==> config.mk <==
export PLATFORM = sky130hd
export DESIGN_NAME = systolic_a_feeder
export DESIGN_NICKNAME = d
export VERILOG_FILES = /design/src/rtl/tpu_pkg.sv /design/src/rtl/feeder_skew_sel.sv /design/src/rtl/systolic_a_feeder.sv
export SDC_FILE = /design/constraint.sdc
export NUM_CORES = 1
export LEC_CHECK = 0
export CORE_MARGIN = 2
export CORE_UTILIZATION = 46
export CTS_CLUSTER_DIAMETER = 80
export DETAILED_ROUTE_END_ITERATION = 16
export PLACE_DENSITY = 0.61
export SYNTH_ARGS = -nofsm -noshare
export SYNTH_HDL_FRONTEND = slang
export SYNTH_SLANG_ARGS = --single-unit
==> constraint.sdc <==
create_clock -name clk -period 9.15 [get_ports clk]
set_input_delay 1.83 -clock clk [delete_from_list [all_inputs] [get_ports clk]]
set_output_delay 1.83 -clock clk [all_outputs]
set_load 0.02 [all_outputs]
==> src/rtl/tpu_pkg.sv <==
// Shared types and default sizes for the systolic MAC array, its operand
// feeders and tpumac.
package tpu_pkg;

  localparam int BITS_AB = 8;
  localparam int DIM     = 8;

  typedef logic signed [BITS_AB-1:0] elem_t;

  typedef enum logic [1:0] {
    IDLE   = 2'd0,
    STREAM = 2'd1,
    DONE   = 2'd2
  } feeder_state_t;

endpackage

==> src/rtl/feeder_skew_sel.sv <==
// Per-row skew picker: array row ROW sees element (cnt - ROW) of its buffered
// row while that index lies inside the row, and zero padding otherwise.
module feeder_skew_sel
  import tpu_pkg::*;
#(
  parameter int BITS_AB = tpu_pkg::BITS_AB,
  parameter int DIM     = tpu_pkg::DIM,
  parameter int ROW     = 0,
  parameter int CW      = $clog2(2*DIM)
) (
  input  logic [CW-1:0]          cnt,
  input  logic [DIM*BITS_AB-1:0] row_data,
  output logic [BITS_AB-1:0]     elem
);

  // select element j when cnt == ROW + j; no match means padding
  always_comb begin
    elem = '0;
    for (int j = 0; j < DIM; j++) begin
      if (int'(cnt) == ROW + j) elem = row_data[j*BITS_AB +: BITS_AB];
    end
  end

endmodule

==> src/rtl/systolic_a_feeder.sv <==
// West-edge operand feeder for the systolic MAC array. Buffers one DIM x DIM
// matrix, then streams it as a diagonal wavefront (row i delayed i cycles).
// Optional build macro: FEEDER_TRANSPOSE_EN (load_idx addresses a column).
//
// Load handshake: a vector is written when load_valid && load_ready && en at a
// rising clk edge; load_ready is high only in IDLE and does not depend on
// load_valid. Nothing is written when en=0.
module systolic_a_feeder
  import tpu_pkg::*;
#(
  parameter int BITS_AB = tpu_pkg::BITS_AB,
  parameter int DIM     = tpu_pkg::DIM
) (
  input  logic                     clk,
  input  logic                     rst_n,
  input  logic                     en,
  input  logic                     load_valid,
  output logic                     load_ready,
  input  logic [$clog2(DIM)-1:0]   load_idx,
  input  logic [DIM*BITS_AB-1:0]   load_data,
  input  logic                     start,
  output logic                     busy,
  output logic                     done,
  output logic                     a_valid,
  output logic [DIM*BITS_AB-1:0]   a_out,
  output feeder_state_t            state_dbg
);

  localparam int W  = DIM*BITS_AB;
  localparam int CW = $clog2(2*DIM);
  localparam logic [CW-1:0] LAST = CW'(2*DIM-2);

  feeder_state_t state_q, state_d;
  logic [CW-1:0] cnt_q, cnt_d;
  logic [W-1:0]  a_out_q, a_out_d;
  logic          a_valid_q, a_valid_d;
  logic          done_q, done_d;
  logic [DIM-1:0][W-1:0] buf_q, buf_d;
  logic [CW-1:0] sel_t;
  logic [W-1:0]  slice_w;

  // buffer write; slices are built from buf_d so a load paired with start is seen at once
  always_comb begin
    buf_d = buf_q;
    if (en && state_q == IDLE && load_valid && (int'(load_idx) < DIM)) begin
      for (int i = 0; i < DIM; i++) begin
        for (int j = 0; j < DIM; j++) begin
`ifdef FEEDER_TRANSPOSE_EN
          if (int'(load_idx) == j) buf_d[i][j*BITS_AB +: BITS_AB] = load_data[i*BITS_AB +: BITS_AB];
`else
          if (int'(load_idx) == i) buf_d[i][j*BITS_AB +: BITS_AB] = load_data[j*BITS_AB +: BITS_AB];
`endif
        end
      end
    end
  end

  // IDLE prepares slice(0) for start; STREAM prepares slice(cnt+1)
  assign sel_t = (state_q == IDLE) ? '0 : cnt_q + CW'(1);

  for (genvar i = 0; i < DIM; i++) begin : g_row
    feeder_skew_sel #(
      .BITS_AB (BITS_AB),
      .DIM     (DIM),
      .ROW     (i),
      .CW      (CW)
    ) u_sel (
      .cnt      (sel_t),
      .row_data (buf_d[i]),
      .elem     (slice_w[i*BITS_AB +: BITS_AB])
    );
  end

  // next-state and output register values; en=0 holds everything
  always_comb begin
    state_d   = state_q;
    cnt_d     = cnt_q;
    a_out_d   = a_out_q;
    a_valid_d = a_valid_q;
    done_d    = done_q;
    if (en) begin
      case (state_q)
        IDLE: begin
          if (start) begin
            state_d   = STREAM;
            cnt_d     = '0;
            a_out_d   = slice_w;
            a_valid_d = 1'b1;
          end
        end
        STREAM: begin
          if (cnt_q == LAST) begin
            state_d   = DONE;
            a_out_d   = '0;
            a_valid_d = 1'b0;
            done_d    = 1'b1;
          end else begin
            cnt_d   = cnt_q + CW'(1);
            a_out_d = slice_w;
          end
        end
        DONE: begin
          state_d = IDLE;
          done_d  = 1'b0;
        end
        default: state_d = IDLE;
      endcase
    end
  end

  // control and output registers; reset returns to IDLE mid-stream too
  always_ff @(posedge clk) begin
    if (!rst_n) begin
      state_q   <= IDLE;
      cnt_q     <= '0;
      a_out_q   <= '0;
      a_valid_q <= 1'b0;
      done_q    <= 1'b0;
    end else begin
      state_q   <= state_d;
      cnt_q     <= cnt_d;
      a_out_q   <= a_out_d;
      a_valid_q <= a_valid_d;
      done_q    <= done_d;
    end
  end

  // operand buffer survives reset so a later start replays it
  always_ff @(posedge clk) begin
    buf_q <= buf_d;
  end

  assign load_ready = (state_q == IDLE);
  assign busy       = (state_q != IDLE);
  assign done       = done_q;
  assign a_valid    = a_valid_q;
  assign a_out      = a_out_q;
  assign state_dbg  = state_q;

endmodule

==> results of run 1 <==
==> where the power goes <==
part,switching [mW],internal [mW]
registers,0.134,3.11
clock network,1.02,1.35
logic,0.505,0.446
==> sequential cells by signal, summed over array words and instances (netlist names) <==
signal and cells:
a_out 64, state_dbg 2, cnt_q 4, buf_q 512, done 1, a_valid 1
==> kinds of logic (layout without fill, tap and decap cells) <==
kind of cell | count (synthesis) | after routing | share of synthesized area
AO/OA/AOI/OAI | 463 | 463 | 0.150
XOR/XNOR | 4 | 4 | 0.00152
adder cells (fa/ha/maj) | 2 | 2 | 0.00109
buffers and inverters | 219 | 358 | 0.0396
flip-flops | 584 | 584 | 0.508
multiplexers | 436 | 436 | 0.212
other | 0 | 2 | 0
AND/OR/NAND/NOR | 470 | 470 | 0.0884
==> worst max-delay path, delay by kind of cell <==
family | cells | cell delay, ns
buffers and inverters | 2 | 1.79
and+or+nand+nor | 3 | 2.36
AOI/OAI and AO/OA | 1 | 0.15
==> final timing paths <==
| check | slack [ns] | from | cells past startpoint | end |
|---|---|---|---|---|
| setup reg to reg | 4.44 | cnt_q[0] | 9 | a_out[51] |
| hold / removal | 0.44 | buf_q[323] | 2 | buf_q[323] |
| setup / recovery | 3.53 | rst_n | 6 | a_out[15] |
| hold reg to reg | 0.44 | buf_q[323] | 2 | buf_q[323] |
==> layout by cell type, fill, tap and decap left out, drive strengths merged, types with 28 or more instances in the layout <==
cell,count
dfxtp,584
mux2,372
nand2,294
clkdlybuf4s50,141
clkbuf,85
inv,70
nor2,70
a22oi,69
mux2i,64
a21oi,61
a221oi,46
buf,41
o21ai,41
a22o,29
nand3,28
==> stage by stage <==
| stage | cells | area, um2 |
|---|---|---|
| after global routing | 2981 | 26900 |
| after floorplan | 2178 | 23000 |
| final | 2983 | 26900 |
| after detailed placement | 2875 | 25100 |
| after global placement | 2875 | 25100 |
| after CTS | 2981 | 26900 |
==> metal layers <==
metal  wire length (um)  up-vias  share of wire
li1                   -     8073              -
met1              36300     9248           0.42
met2              38700      883           0.45
met3               7340      180          0.085
met4               3560        2          0.041
met5                 15        -        0.00017
==> final cells by class <==
cell class              count  area share
diodes                      2    0.000186
multi-input cells        1375       0.393
clock inverters            21     0.00831
well taps                 664      0.0308
repair buffers            182      0.0638
flip-flops and latches    584       0.434
clock buffers              85      0.0606
inverters                  70     0.00975
==> results.sh, run 1 <==
export IMPL_insertion_delay_ns=0.63
export IMPL_arrival_ns=6.16
export IMPL_io_pins=142
export IMPL_drc=0
export IMPL_critPathLaunchType="input pin"
export IMPL_power_mw=6.56
export IMPL_timing_final_crit_share=0.615
export IMPL_whs_ns=0.437
export IMPL_postRouteAntennaNets=0
export IMPL_outcome="complete, no violations"
export IMPL_clock_path_buffers=3
export IMPL_seq_area_mm2=0.0117
export IMPL_wirelength_mm=85.9
export IMPL_antenna_found_initial=15
export IMPL_grt_total_usage=0.321
export IMPL_post_synth_num_cell_types=66
export IMPL_cts_buffers=58
export IMPL_yosys_top_cells_count="584 x dfxtp_1, 360 x mux2_2, 294 x nand2_1, 94 x clkbuf_1, 70 x nor2_1"
export IMPL_synth_top_flop_cell="dfxtp_1"
export IMPL_vias=18386
export IMPL_netlist_area_leader_share=0.508
export IMPL_tns_ns=0
export IMPL_ys_ff_latch=584
export IMPL_via_per_inst=6.16
export IMPL_p_leak_nw=11.2
export IMPL_rsz0062_at_grt="false"
export IMPL_met2_usage=0.512
export IMPL_die_h_um=228
export IMPL_nets=2345
export IMPL_grt_max_degree=65
export IMPL_hold_class="reg2reg"
export IMPL_cp_cell_sequence="clkdlybuf4s50_1 -> clkinv_1 -> nor4_4 -> nand3_1 -> or4b_1 -> o211ai_1"
export IMPL_cts_num_sinks=584
export IMPL_max_stage_delay_ns=1.03
export IMPL_required_ns=9.69
export IMPL_synth_area_per_cell_um2=10.6
export IMPL_dp_hpwl_mm=52.7
export IMPL_end_kind="register"
export IMPL_netlist_area_mm2=0.0230
export IMPL_max_cap_violations=0
export IMPL_drt_pass1_iter_count=5
export IMPL_crit_fanout=18
export IMPL_async_reset_ff_frac=0
export IMPL_die_area_mm2=0.0519
export IMPL_grt_met3_usage=0.0497
export IMPL_cts_clk_slew_worst_paths_ns=0.06
export IMPL_drtIter0Drc=2173
export IMPL_dpl_worst_slack_ns=3.07
export IMPL_synthCells=2178
export IMPL_die_x_um=228
export IMPL_ir_worst_vdd_uv=123
export IMPL_fillers=4289
export IMPL_synth_edf_count=0
export IMPL_synth_most_common_cell="dfxtp_1"
export IMPL_cts_htree_levels=2
export IMPL_wl_per_cell_um=28.8
export IMPL_fin_crit_ns=5.62
export IMPL_grt_busiest_layer="met2"
export IMPL_slowest_stage="nor4_4"
export IMPL_setup_violations=0
export IMPL_cellPowerDensity_mw_per_mm2=244
export IMPL_syn_to_final_growth_pct=17.0
export IMPL_start_util=0.468
export IMPL_grt_pass1_wl_mm=122
export IMPL_finalHoldViolCount=0
export IMPL_final_util=0.548
export IMPL_multi_input_area_mm2=0.0106
export IMPL_critical_path_class="in2reg"
export IMPL_synthTopCellsByArea="dfxtp_1 51%, mux2_2 18%, nand2_1 4.8%"
export IMPL_fin_ws_ns=3.53
export IMPL_clockRootBuffer="clkbuf_16"
export IMPL_cts_tree="built"
export IMPL_rows=81
export IMPL_ctsResizeCount=0
export IMPL_portBuffers=141
export IMPL_place_gp_congestion=0.921
export IMPL_core_area_mm2=0.0492
export IMPL_cts_setup_buffers=0
export IMPL_grt_pass1_vias=17477
export IMPL_syn_num_nets=2252
export IMPL_cts_hold_buf=0
export IMPL_relSlewSlack=0.178
export IMPL_overflow=0
export IMPL_yosysTopAreaCell="dfxtp_1"
export IMPL_grt_util_met1=0.438
export IMPL_clock_skew_ns=0.0210
export IMPL_ys_seq_area_frac=0.508
export IMPL_layout_drive_gt1_share=0.231
export IMPL_synth_warnings=0
export IMPL_finalMaxSlewViolations=0
export IMPL_tightestPinTransition_ns=1.22
export IMPL_fmax_mhz=178
(Power assumes the default switching activity.)
==> run 2: changes to the inputs <==
- PLACE_DENSITY: 0.61 -> 0.64
- clock period: 9.15 -> 4.7 ns (I/O delays scaled with it)
==> run 2 against run 1 <==
Effect of this change:
- die area did not move
- clock skew rose by 0.0050 ns
- setup slack got worse by 2.8 ns
- critical path type is now reg2reg
- final cell count rose by 0.57%
==> results.sh, run 2 (synthesis results as in run 1) <==
export IMPL_outcome="complete, no violations"
export IMPL_grt_busiest_layer="met2"
export IMPL_finalHoldViolCount=0
export IMPL_grt_max_degree=65
export IMPL_end_kind="register"
export IMPL_postRouteAntennaNets=0
export IMPL_final_cell_mix="584 x dfxtp_1, 360 x mux2_2, 293 x nand2_1, 141 x clkdlybuf4s50_1, 69 x a22oi_1"
export IMPL_die_area_mm2=0.0519
export IMPL_insertion_delay_ns=0.65
export IMPL_cts_clk_slew_worst_paths_ns=0.06
export IMPL_relSlewSlack=0.199
export IMPL_worstRegToRegCells=9
export IMPL_cts_htree_levels=2
export IMPL_grt_util_met1=0.429
export IMPL_cts_buffers=59
export IMPL_grt_total_usage=0.321
export IMPL_start_util=0.468
export IMPL_crit_top_cell="nand3_1"
export IMPL_antenna_cells=0
export IMPL_via_per_inst=6.16
export IMPL_crit_fanout=19
export IMPL_grt_pass1_vias=17786
export IMPL_antenna_found_initial=15
export IMPL_critical_path_class="reg2reg"
export IMPL_cts_num_sinks=584
export IMPL_fmax_mhz=253
export IMPL_cts_tree="built"
export IMPL_grt_pass1_wl_mm=122
export IMPL_ir_worst_vdd_uv=280
export IMPL_fillers=4306
export IMPL_cts_setup_buffers=0
export IMPL_grt_met3_usage=0.0534
export IMPL_fin_crit_ns=3.95
export IMPL_p_leak_nw=11.3
export IMPL_rsz0062_at_grt="false"
export IMPL_setup_violations=0
export IMPL_multi_input_area_mm2=0.0106
export IMPL_ff2ff_setup_slack_ns=0.75
export IMPL_timing_final_crit_share=0.841
export IMPL_nets=2365
export IMPL_top_register="buf_q"
export IMPL_syn_to_final_growth_pct=18.6
export IMPL_whs_ns=0.437
export IMPL_portBuffers=141
export IMPL_crit_path_end="a_out[15]"
export IMPL_largest_reg_flops=512
export IMPL_hold_class="reg2reg"
export IMPL_drtIter0Drc=1989
export IMPL_clock_skew_ns=0.0260
export IMPL_cp_depth=9
export IMPL_wl_per_cell_um=28.6
export IMPL_place_gp_congestion=0.918
export IMPL_rows=81
export IMPL_dp_cells=2894
export IMPL_max_stage_delay_ns=0.64
export IMPL_required_ns=5.25
export IMPL_layout_drive_gt1_share=0.239
export IMPL_clock_path_buffers=3
export IMPL_cts_hold_buf=0
export IMPL_io_pins=142
export IMPL_drc=0
export IMPL_placed_area_mm2=0.0253
export IMPL_cellPowerDensity_mw_per_mm2=478
export IMPL_max_cap_violations=0
export IMPL_r2r_start="cnt_q[0]"
export IMPL_cp_cell_sequence="buf_4 -> clkinv_1 -> ha_1 -> o21ba_2 -> nand3_1 -> or2_2 -> nand3_1 -> or4b_1 -> o211ai_1"
export IMPL_final_common_cell="dfxtp_1"
export IMPL_met2_usage=0.503
export IMPL_vias=18491
export IMPL_fin_area_mm2=0.0273
export IMPL_arrival_ns=4.50
export IMPL_r2r_end="a_out[15]"
export IMPL_finalMaxSlewViolations=0
export IMPL_tns_ns=0
export IMPL_wirelength_mm=85.7
export IMPL_drt_pass1_iter_count=5
export IMPL_clockRootBuffer="clkbuf_16"
export IMPL_core_area_mm2=0.0492
export IMPL_overflow=0
export IMPL_ctsResizeCount=0
export IMPL_fin_cells=3000
export IMPL_critPathTopFamily="simple AND/OR/NAND/NOR gates"
export IMPL_die_x_um=228
export IMPL_cp_startpoint="cnt_q[0]"
export IMPL_tightestPinTransition_ns=1.20
export IMPL_dp_hpwl_mm=52.7
export IMPL_slowest_stage="or4b_1"
export IMPL_critPathLaunchType="register"
export IMPL_worst_path_buf_inv=2
export IMPL_seq_area_mm2=0.0117
export IMPL_die_h_um=228
-- run 2: cell types whose count changed in the layout (fill, tap and decap cells not counted), sizes merged --
cell	before	now
diode	2	0
inv	70	69
buf	41	60
clkinvlp	0	2
bufinv	4	5
clkinv	17	8
clkbuf	85	92
-- run 2: metal layers --
| metal | vias to the layer above | share of wire | wire length, um |
|---|---|---|---|
| met5 | - | 0.00030 | 26 |
| met4 | 2 | 0.052 | 4430 |
| met3 | 210 | 0.088 | 7520 |
| met2 | 875 | 0.44 | 38000 |
| met1 | 9292 | 0.42 | 35700 |
| li1 | 8112 | - | - |
-- run 2: worst min-delay path: cells and delay by family, from the launching register on --
family	cells	cell delay [ns]
DFF	1	0.31
and+or+nand+nor	2	0.11
-- run 2: final cells by class --
class                      count  share of cell area
inverter                      70             0.00962
sequential                   584               0.428
timing repair buffer         201              0.0709
clock buffer                  92              0.0652
clock inverter                14             0.00871
multi-input combinational   1375               0.387
tap                          664              0.0304
-- run 2: metrics by stage --
stage,util,worst slack (ns),total power [mW]
after CTS,0.556,0.825,13.1
after detailed placement,0.515,0.523,8.24
final,0.556,0.746,13.1
after global placement,0.515,0.596,8.10
after floorplan,-,1.58,7.62
after global routing,0.556,0.640,13.5
-- run 2: how the worst min path moves through the flow --
stage | startpoint | to | slack [ns] | depth (start not counted)
global route | buf_q[414] | buf_q[414] | 0.46 | 2
global placement | buf_q[322] | buf_q[322] | 0.42 | 2
floorplan | buf_q[416] | buf_q[416] | 0.41 | 2
detailed placement | buf_q[407] | buf_q[407] | 0.42 | 2
CTS | buf_q[407] | buf_q[407] | 0.44 | 2
finish | buf_q[407] | buf_q[407] | 0.44 | 2
-- run 2: report_power, final --
part / internal, mW / total [mW] / switching, mW
Sequential: 6.06 / 6.32 / 0.259
Clock: 2.87 / 4.88 / 2.01
Combinational: 0.871 / 1.86 / 0.984
